[src/rtl/vga_timing_pkg.sv]
// Shared timing constants and helpers for the VGA sync generator.
// Defaults describe 640x480@60 with a 25 MHz pixel clock.
package vga_timing_pkg;

  localparam int CNT_W   = 10;
  localparam int CNT_MAX = 1 << CNT_W;

  typedef logic [CNT_W-1:0] cnt_t;

  function automatic int axis_total(input int active, input int front,
                                    input int sync, input int back);
    return active + front + sync + back;
  endfunction

  // Every segment must exist and the whole period must fit the counter.
  function automatic bit axis_params_ok(input int active, input int front,
                                        input int sync, input int back);
    return (active > 0) && (front > 0) && (sync > 0) && (back > 0) &&
           (axis_total(active, front, sync, back) <= CNT_MAX);
  endfunction

  localparam int H_ACTIVE_DEF = 640;
  localparam int H_FRONT_DEF  = 16;
  localparam int H_SYNC_DEF   = 96;
  localparam int H_BACK_DEF   = 48;
  localparam int V_ACTIVE_DEF = 480;
  localparam int V_FRONT_DEF  = 10;
  localparam int V_SYNC_DEF   = 2;
  localparam int V_BACK_DEF   = 33;

  localparam int H_TOTAL_DEF = axis_total(H_ACTIVE_DEF, H_FRONT_DEF, H_SYNC_DEF, H_BACK_DEF);
  localparam int V_TOTAL_DEF = axis_total(V_ACTIVE_DEF, V_FRONT_DEF, V_SYNC_DEF, V_BACK_DEF);

endpackage

[src/rtl/vga_sync_axis.sv]
// One timing axis: a wrapping counter plus combinational decode of its
// sync and active regions. Used once per line and once per frame.
module vga_sync_axis
  import vga_timing_pkg::*;
#(
  parameter int ACTIVE = H_ACTIVE_DEF,
  parameter int FRONT  = H_FRONT_DEF,
  parameter int SYNC   = H_SYNC_DEF,
  parameter int BACK   = H_BACK_DEF
) (
  input  logic clk_i,
  input  logic rst_ni,
  input  logic enable_i,
  output cnt_t count_o,
  output logic wrap_o,
  output logic sync_n_o,
  output logic active_o
);

  localparam int   TOTAL      = axis_total(ACTIVE, FRONT, SYNC, BACK);
  localparam cnt_t LAST       = cnt_t'(TOTAL - 1);
  localparam cnt_t ACTIVE_END = cnt_t'(ACTIVE);
  localparam cnt_t SYNC_FIRST = cnt_t'(ACTIVE + FRONT);
  localparam cnt_t SYNC_LAST  = cnt_t'(ACTIVE + FRONT + SYNC - 1);

  if (!axis_params_ok(ACTIVE, FRONT, SYNC, BACK)) begin : g_bad_params
    $error("vga_sync_axis: every segment must be non-zero and the total must not exceed 1024");
  end

  cnt_t count_q, count_d;
  logic at_last;

  always_comb begin
    at_last = (count_q == LAST);
    count_d = count_q;
    if (enable_i) begin
      count_d = at_last ? '0 : count_q + 1'b1;
    end
  end

  always_ff @(posedge clk_i) begin
    if (!rst_ni) begin
      count_q <= '0;
    end else begin
      count_q <= count_d;
    end
  end

  assign count_o  = count_q;
  assign wrap_o   = enable_i && at_last;
  assign sync_n_o = !((count_q >= SYNC_FIRST) && (count_q <= SYNC_LAST));
  assign active_o = (count_q < ACTIVE_END);

endmodule

[src/rtl/vga_sync_generator.sv]
// VGA sync generator: horizontal and vertical axes with every output
// registered from the current (h,v) position, one clock behind it.
module vga_sync_generator
  import vga_timing_pkg::*;
#(
  parameter int H_ACTIVE = H_ACTIVE_DEF,
  parameter int H_FRONT  = H_FRONT_DEF,
  parameter int H_SYNC   = H_SYNC_DEF,
  parameter int H_BACK   = H_BACK_DEF,
  parameter int V_ACTIVE = V_ACTIVE_DEF,
  parameter int V_FRONT  = V_FRONT_DEF,
  parameter int V_SYNC   = V_SYNC_DEF,
  parameter int V_BACK   = V_BACK_DEF
) (
  input  logic             i_clk_25MHz,
  input  logic             i_rst_n,
  output logic             o_hsync,
  output logic             o_vsync,
  output logic             o_display_en,
  output logic [CNT_W-1:0] o_x,
  output logic [CNT_W-1:0] o_y,
  output logic             o_line_start,
  output logic             o_frame_start
);

  cnt_t h_count, v_count;
  logic h_wrap, h_sync_n, h_active;
  logic v_wrap_unused, v_sync_n, v_active;

  vga_sync_axis #(
    .ACTIVE(H_ACTIVE), .FRONT(H_FRONT), .SYNC(H_SYNC), .BACK(H_BACK)
  ) u_h_axis (
    .clk_i    (i_clk_25MHz),
    .rst_ni   (i_rst_n),
    .enable_i (1'b1),
    .count_o  (h_count),
    .wrap_o   (h_wrap),
    .sync_n_o (h_sync_n),
    .active_o (h_active)
  );

  // The frame counter only steps on the clock where the line counter wraps.
  vga_sync_axis #(
    .ACTIVE(V_ACTIVE), .FRONT(V_FRONT), .SYNC(V_SYNC), .BACK(V_BACK)
  ) u_v_axis (
    .clk_i    (i_clk_25MHz),
    .rst_ni   (i_rst_n),
    .enable_i (h_wrap),
    .count_o  (v_count),
    .wrap_o   (v_wrap_unused),
    .sync_n_o (v_sync_n),
    .active_o (v_active)
  );

  logic hsync_q, hsync_d;
  logic vsync_q, vsync_d;
  logic de_q, de_d;
  cnt_t x_q, x_d;
  cnt_t y_q, y_d;
  logic line_start_q, line_start_d;
  logic frame_start_q, frame_start_d;

  always_comb begin
    hsync_d       = h_sync_n;
    vsync_d       = v_sync_n;
    de_d          = h_active && v_active;
    x_d           = de_d ? h_count : '0;
    y_d           = de_d ? v_count : '0;
    line_start_d  = (h_count == '0);
    frame_start_d = (h_count == '0) && (v_count == '0);
  end

  always_ff @(posedge i_clk_25MHz) begin
    if (!i_rst_n) begin
      hsync_q       <= 1'b1;
      vsync_q       <= 1'b1;
      de_q          <= 1'b0;
      x_q           <= '0;
      y_q           <= '0;
      line_start_q  <= 1'b0;
      frame_start_q <= 1'b0;
    end else begin
      hsync_q       <= hsync_d;
      vsync_q       <= vsync_d;
      de_q          <= de_d;
      x_q           <= x_d;
      y_q           <= y_d;
      line_start_q  <= line_start_d;
      frame_start_q <= frame_start_d;
    end
  end

  assign o_hsync       = hsync_q;
  assign o_vsync       = vsync_q;
  assign o_display_en  = de_q;
  assign o_x           = x_q;
  assign o_y           = y_q;
  assign o_line_start  = line_start_q;
  assign o_frame_start = frame_start_q;

endmodule

[config.mk]
export PLATFORM = sky130hd
export DESIGN_NAME = vga_sync_generator
export DESIGN_NICKNAME = d
export VERILOG_FILES = /design/src/rtl/vga_timing_pkg.sv /design/src/rtl/vga_sync_axis.sv /design/src/rtl/vga_sync_generator.sv
export SDC_FILE = /design/constraint.sdc
export NUM_CORES = 1
export LEC_CHECK = 0
export CAP_MARGIN = 30
export CORE_UTILIZATION = 30
export CTS_CLUSTER_DIAMETER = 30
export DETAILED_ROUTE_END_ITERATION = 16
export GPL_TIMING_DRIVEN = 0
export MAX_ROUTING_LAYER = met4
export PLACE_DENSITY = 0.48
export SETUP_SLACK_MARGIN = 0.15
export SLEW_MARGIN = 20
export SYNTH_ARGS = -nofsm -noshare
export SYNTH_HDL_FRONTEND = slang
export SYNTH_SLANG_ARGS = --single-unit
[constraint.sdc]
create_clock -name i_clk_25MHz -period 2.3 [get_ports i_clk_25MHz]
set_clock_uncertainty 0.15 [all_clocks]
set_input_delay 0.46 -clock i_clk_25MHz [delete_from_list [all_inputs] [get_ports i_clk_25MHz]]
set_output_delay 0.46 -clock i_clk_25MHz [all_outputs]
set_load 0.02 [all_outputs]
* Yosys cells after proc, flatten, opt, wreduce, memory -nomap -nowiden
Index checks and enable logic that the tools add are counted.
** Storage, ports and cells
- Register bits after elaboration :: 45
** Operators by class
- Add/sub/neg operators :: 2
- Magnitude comparators :: 6
- Equality and inequality tests :: 2
- Mux-type cells :: 1
- Bitwise operators :: 1
- Reductions and logical operators :: 10
** Operators with widths (number)
- 10-bit by 1-bit adder with 10-bit output, second input constant :: 2
- 10-bit == test, second input constant :: 2
- 10-bit zero test :: 2
- 10-bit >= comparator, second input constant :: 1
- 10-bit by 9-bit >= comparator with 1-bit output, second input constant :: 1
- 10-bit <= comparator, second input constant :: 1
- 10-bit by 9-bit <= comparator with 1-bit output, second input constant :: 1
- 10-bit less-than comparator, second input constant :: 1
- 10-bit by 9-bit less-than comparator with 1-bit output, second input constant :: 1
- 10-bit 2-to-1 mux :: 1
- 1-bit logical AND :: 4
- 1-bit zero test :: 2
- 2-bit AND reduction :: 1
- 2-bit OR reduction :: 1
- 1-bit NOT :: 1

* Longest topological paths before layout
Gate-level depths: netlist of run 1.
- Depth in word-level cells :: 3
- Depth in mapped cells :: 6
- Mapped depth without buffers :: 5

* By module
From an unflattened synthesis of run 1, not the netlist that was laid out.
** Second synthesis, totals
- Cells, all modules :: 177
- Area total of the unflattened synthesis :: 1774.2 µm²
** Modules (own cells, without submodules)
- vga_sync_generator :: instances 1, cells an instance 59, area an instance 716.9 µm²
- vga_sync_axis at u_h_axis :: instances 1, cells an instance 59, area an instance 538.0 µm²
- vga_sync_axis at u_v_axis :: instances 1, cells an instance 59, area an instance 519.2 µm²

* Worst setup path after synthesis of run 1
OpenSTA, ideal clock, no wires.
- Kind :: register to register
- Start point :: reg u_h_axis.count_q[0], in the netlist u_h_axis.count_o[0]
- End point :: reg u_v_axis.count_q[0], in the netlist u_v_axis.count_o[0]
- Library setup time :: 0.129 ns
- Arrival time :: 1.409 ns
- Data required time :: 2.021 ns
- Slack :: 0.612 ns
- Cell stages (with the launch flop) :: 7
- Path through :: dfxtp_1 -> ha_1 -> and4_1 -> buf_6 -> nand4_1 -> o31ai_4 -> nor2_1
** Between the ends
- Word-level cells in the longest chain between the ends :: 1
** Ends and longest elaborated chain
- start, declared :: line vga_sync_axis.sv:30 : cnt_t count_q, count_d;
- start signal, assigned :: line vga_sync_axis.sv:45 : count_q <= count_d;
- 10-bit == test :: line vga_sync_axis.sv:34 : at_last = (count_q == LAST);
- end signal, assigned :: line vga_sync_axis.sv:45
- end, declared :: line vga_sync_axis.sv:30
No other way between the ends.
A chain may end at the register's enable or synchronous reset.

==> results of run 1 <==
==> path summary, 6_finish.rpt <==
| path | startpoint | endpoint | cells past startpoint |
|---|---|---|---|
| worst max-delay path | i_rst_n | o_vsync | 4 |
| worst min-delay path | u_h_axis.count_o[0] | u_h_axis.count_o[0] | 1 |
| worst max register to register | u_h_axis.count_o[0] | u_v_axis.count_o[1] | 6 |
| worst min register to register | u_h_axis.count_o[0] | u_h_axis.count_o[0] | 1 |
==> sequential cells by signal, summed over array words and instances, names as in the netlist <==
register          cells
o_display_en          1
o_frame_start         1
o_hsync               1
o_line_start          1
o_vsync               1
o_x                  10
o_y                  10
u_h_axis.count_o     10
u_v_axis.count_o     10
==> where the power goes <==
| part | internal [uW] | total [uW] | switching (uW) | leakage [uW] |
|---|---|---|---|---|
| clock network | 216 | 459 | 243 | 0.0000395 |
| registers | 791 | 798 | 6.84 | 0.000365 |
| logic | 27.5 | 63.6 | 36.1 | 0.000411 |
==> cells by family after synthesis <==
family / count (synthesis) / synth area share (%)
compound gates: 12 / 5.28
xor+xnor: 13 / 6.58
fa+ha+maj: 5 / 3.62
buf+inv: 14 / 3.83
flops: 45 / 52.1
mux: 1 / 0.579
other cells: 1 / 0.217
simple gates: 86 / 27.8
==> through the flow <==
step	util (%)	instance area, um2
floorplan	-	1730
global placement	37.5	2080
detailed placement	37.5	2080
CTS	39.0	2160
global route	39.0	2160
finish	39.0	2160
==> critical path, delay by kind of cell <==
kind	cells	cell delay, ps
AND/OR/NAND/NOR	2	780
buffers and inverters	2	810
==> area by class of cell <==
cell class | count | area [um2] | area share (%)
inverters | 8 | 30.0 | 1.39
multi-input cells | 118 | 764 | 35.4
repair buffers | 26 | 260 | 12.0
well taps | 72 | 90.1 | 4.17
flip-flops and latches | 45 | 901 | 41.7
clock buffers | 8 | 80.1 | 3.70
plain buffers | 6 | 36.3 | 1.68
==> cell usage in the layout (no fill, tap or decap), drive strengths merged, types with 3 or more instances in the layout <==
master / netlist / routed
a21oi: 3 / 3
and2: 15 / 15
and3: 4 / 4
and4: 3 / 3
buf: 6 / 6
clkbuf: 0 / 8
clkdlybuf4s50: 0 / 26
dfxtp: 45 / 45
ha: 5 / 5
inv: 8 / 8
nand2: 10 / 10
nand3: 6 / 6
nand4: 9 / 9
nor2: 20 / 20
nor3: 8 / 8
nor4: 3 / 3
o21ai: 5 / 5
or3: 3 / 3
xnor2: 7 / 7
xor2: 6 / 6
==> routing by layer <==
layer  track usage (%)  part of all wire, %  wire length [um]
met2              18.1                   42              1460
met1              17.0                   52              1800
met4              5.19                  1.6                55
met5                 -                    0                 0
met3              3.41                  3.7               126
==> flow_summary.toml, run 1 <==
[worst_setup_path]
cp-start-kind = "input pin"
r2r_slack_ps = 330
criticalPathCategory = "in -> reg"
cp.arrival_ps = 2050
crit_slowest_cell = "clkdlybuf4s50_1"
endpoint_kind = "flip-flop"
path_cells = "clkdlybuf4s50_1 -> inv_2 -> or4_1 -> or3_1"
cpPeakStageDelay_ps = 670
cp_data_required_time_ps = 2320
path_max_fanout = 7

[global_route]
grt_pass1_wl_um = 5830
grt_use_total_pct = 12.7
antenna_found_initial = 0
grt_pass1_vias = 1220
grt_start_max_net_pins = 13
overflow = 0

[synthesis]
synthesis.area_mm2 = 0.00173
seq_area_frac_synth_pct = 52.1
ys_ff_latch = 45
synth_edf_count = 0
synth_flop_cell = "dfxtp_1"
synth_area_leaders = "dfxtp_1 52%, and2_1 5.4%, nor2_1 4.1%, ha_1 3.6%, xnor2_1 3.5%"
synth_area_leader_cell = "dfxtp_1"
synth_cells = 177
syn_nets = 184
async_flop_share_pct = 0
yosys.cell_count.top_type = "dfxtp_1"
synth_top_area_share_pct = 52.1
synth_area_per_cell_um2 = 9.77
yosysWarnings = 0
synthTopCellsByCount = "45 x dfxtp_1, 19 x nor2_1, 15 x and2_1"
synth.distinct_cells = 34

[routing]
dr.pass1.iters = 4
drtIter0Drc = 35
routed_wl_um = 3440
drc = 0
via_count = 1273
vias_per_cell = 4.50
wl_per_cell_um = 12.1
ant_nets = 0

[finish]
area_delta_synth_final_pct = 25.0
drive_above_1_share_pct = 8.53
num-fill-cells = 567
antenna_cells = 0
layoutNonFillerInstCount = 283
nets = 217

[pwr]
p_total_uw = 1320
ir_drop_v = 0.000224
powerDensity_mw_per_mm2 = 611
p_leak_uw = 0.000815

[cts]
cts_tree = "built"
hold_buffers = 0
root_buffer = "clkbuf_8"
cts_made_buffers = 5
path_clk_slew_ps = 80
cts_resized = 0
clk_latency_ps = 290
post_cts_buffers = 0
cts_max_path_buffers = 2
htree_levels = 2
cts.sinks = 45

[sta]
fmaxAchievable_mhz = 492
final.period_utilization_pct = 88.3
fin_setup_tns_ps = 0
rsz0062_at_grt = "no"
setup_ws_ps = 268
slew_violations = 0
hold_viol = 0
whs_ps = 325
setup_violations = 0
fin_crit_ps = 2030

[floorplanning]
rows = 27
pin_count = 27
die_height_um = 77.9
core_area_mm2 = 0.00554
start_util_pct = 31.2
die_w_um = 77.9
design.die.area_mm2 = 0.00607

[placed_design]
io_buffers = 26
place.gp.congestion = 0.854
hpwl_um = 2520
dp_cells = 275
dp_slack_ps = -109

[worst_hold_path]
min_path_type = "reg -> reg"

[run_status]
outcome = "finished clean"

[job]
max_cap_violations = 0
Power figures use the tool's default switching activity.
==> run 2, diff against run 1 <==
--- a/config.mk
+++ b/config.mk
@@ -11,7 +11,7 @@
 export DETAILED_ROUTE_END_ITERATION = 16
 export GPL_TIMING_DRIVEN = 0
 export MAX_ROUTING_LAYER = met4
-export PLACE_DENSITY = 0.48
+export PLACE_DENSITY = 0.51
 export SETUP_SLACK_MARGIN = 0.15
 export SLEW_MARGIN = 20
 export SYNTH_ARGS = -nofsm -noshare
==> flow_summary.toml, run 2 (synthesized netlist as in run 1, its figures left out) <==
[finish]
num-fill-cells = 550
final_common_cell = "dfxtp_1"
area_delta_synth_final_pct = 25.0
nets = 217
drive_above_1_share_pct = 9.00
mostFrequentLayoutCells = "45 x dfxtp_1, 26 x clkdlybuf4s50_1, 19 x nor2_1"
antenna_cells = 0
final-seq-area_um2 = 901
layoutNonFillerInstCount = 283
multi_input_area_um2 = 762

[floorplanning]
design.die.area_mm2 = 0.00607
die_height_um = 77.9
start_util_pct = 31.2
core_area_mm2 = 0.00554
pin_count = 27
die_w_um = 77.9
rows = 27

[routing]
ant_nets = 0
drtIter0Drc = 53
routed_wl_um = 3280
drc = 0
dr.pass1.iters = 4
vias_per_cell = 4.47
wl_per_cell_um = 11.6
via_count = 1265

[cts]
cts_resized = 0
clk_latency_ps = 290
path_clk_slew_ps = 80
cts_tree = "built"
cts_max_path_buffers = 2
cts.sinks = 45
root_buffer = "clkbuf_8"
post_cts_buffers = 0
cts_made_buffers = 5
htree_levels = 2
hold_buffers = 0

[placed_design]
io_buffers = 26
hpwl_um = 2360
dp_slack_ps = -2.83
dp_cells = 275
place.gp.congestion = 0.793

[global_route]
overflow = 0
grt_pass1_wl_um = 5320
antenna_found_initial = 0
grt_start_max_net_pins = 14
grt_pass1_vias = 1055
grt_use_total_pct = 11.8

[sta]
hold_viol = 0
rsz0062_at_grt = "no"
final.period_utilization_pct = 86.7
fmaxAchievable_mhz = 501
whs_ps = 320
fin_crit_ps = 1990
setup_ws_ps = 306
fin_setup_tns_ps = 0
setup_violations = 0
slew_violations = 0

[worst_setup_path]
cpPeakStageDelay_ps = 670
criticalPathCategory = "in -> reg"
crit_slowest_cell = "clkdlybuf4s50_1"
cp.arrival_ps = 2010
endpoint_kind = "flip-flop"
cp-start-kind = "input pin"
path_cells = "clkdlybuf4s50_1 -> inv_2 -> or4_1 -> or3_1"
cp_data_required_time_ps = 2320
path_max_fanout = 7
r2r_slack_ps = 370

[run_status]
outcome = "finished clean"

[job]
max_cap_violations = 0

[pwr]
ir_drop_v = 0.000273
p_leak_uw = 0.000820
powerDensity_mw_per_mm2 = 608

[worst_hold_path]
min_path_type = "reg -> reg"
[run 2: changes by cell type in the layout (fill, tap and decap cells not counted)]
cell,before,now
clkbuf_1,3,1
clkinv_2,0,2
nor2_1,18,19
nor2_2,1,0
[run 2: final cells by class]
cell class / count / area share (%)
Clock buffer: 6 / 3.36
Clock inverter: 2 / 0.463
Inverter: 8 / 1.39
Timing Repair Buffer: 26 / 12.0
Tap cell: 72 / 4.17
Multi-Input combinational cell: 118 / 35.2
Buffer: 6 / 1.68
Sequential cell: 45 / 41.7
[run 2: through the flow]
| stage | utilization (%) | instance area, um2 | power [uW] |
|---|---|---|---|
| after floorplan | - | 1730 | 850 |
| after global placement | 37.5 | 2080 | 880 |
| after detailed placement | 37.5 | 2080 | 879 |
| after CTS | 39.0 | 2160 | 1340 |
| after global routing | 39.0 | 2160 | 1370 |
| final | 39.0 | 2160 | 1310 |
[run 2: final timing paths]
| kind | cells after the start | endpoint | from |
|---|---|---|---|
| hold / removal | 1 | u_h_axis.count_o[0] | u_h_axis.count_o[0] |
| setup reg to reg | 6 | u_v_axis.count_o[5] | u_h_axis.count_o[0] |
| setup / recovery | 4 | o_vsync | i_rst_n |
| hold reg to reg | 1 | u_h_axis.count_o[0] | u_h_axis.count_o[0] |
[run 2: critical path, delay by kind of cell]
family                 cells  cell delay, ps
buffers and inverters      2             800
and+or+nand+nor            2             760
[run 2: metal layers]
metal	GRT usage, %	wire [um]	up-vias
li1	-	-	666
met1	15.9	1720	570
met2	16.4	1390	23
met3	2.24	97	6
met4	6.67	80	0
met5	-	0	-
[run 2: power breakdown]
group          switching, uW  internal (uW)
Combinational           35.2           27.0
Sequential              6.88            791
Clock                    244            211
Total                    286           1030
==> run 3, diff against run 2 <==
--- a/config.mk
+++ b/config.mk
@@ -7,7 +7,7 @@
 export LEC_CHECK = 0
 export CAP_MARGIN = 30
 export CORE_UTILIZATION = 30
-export CTS_CLUSTER_DIAMETER = 30
+export CTS_CLUSTER_DIAMETER = 50
 export DETAILED_ROUTE_END_ITERATION = 16
 export GPL_TIMING_DRIVEN = 0
 export MAX_ROUTING_LAYER = met4
==> results of run 3 <==
Same layout as run 2: the final DEF is identical, and so are final timing and power.
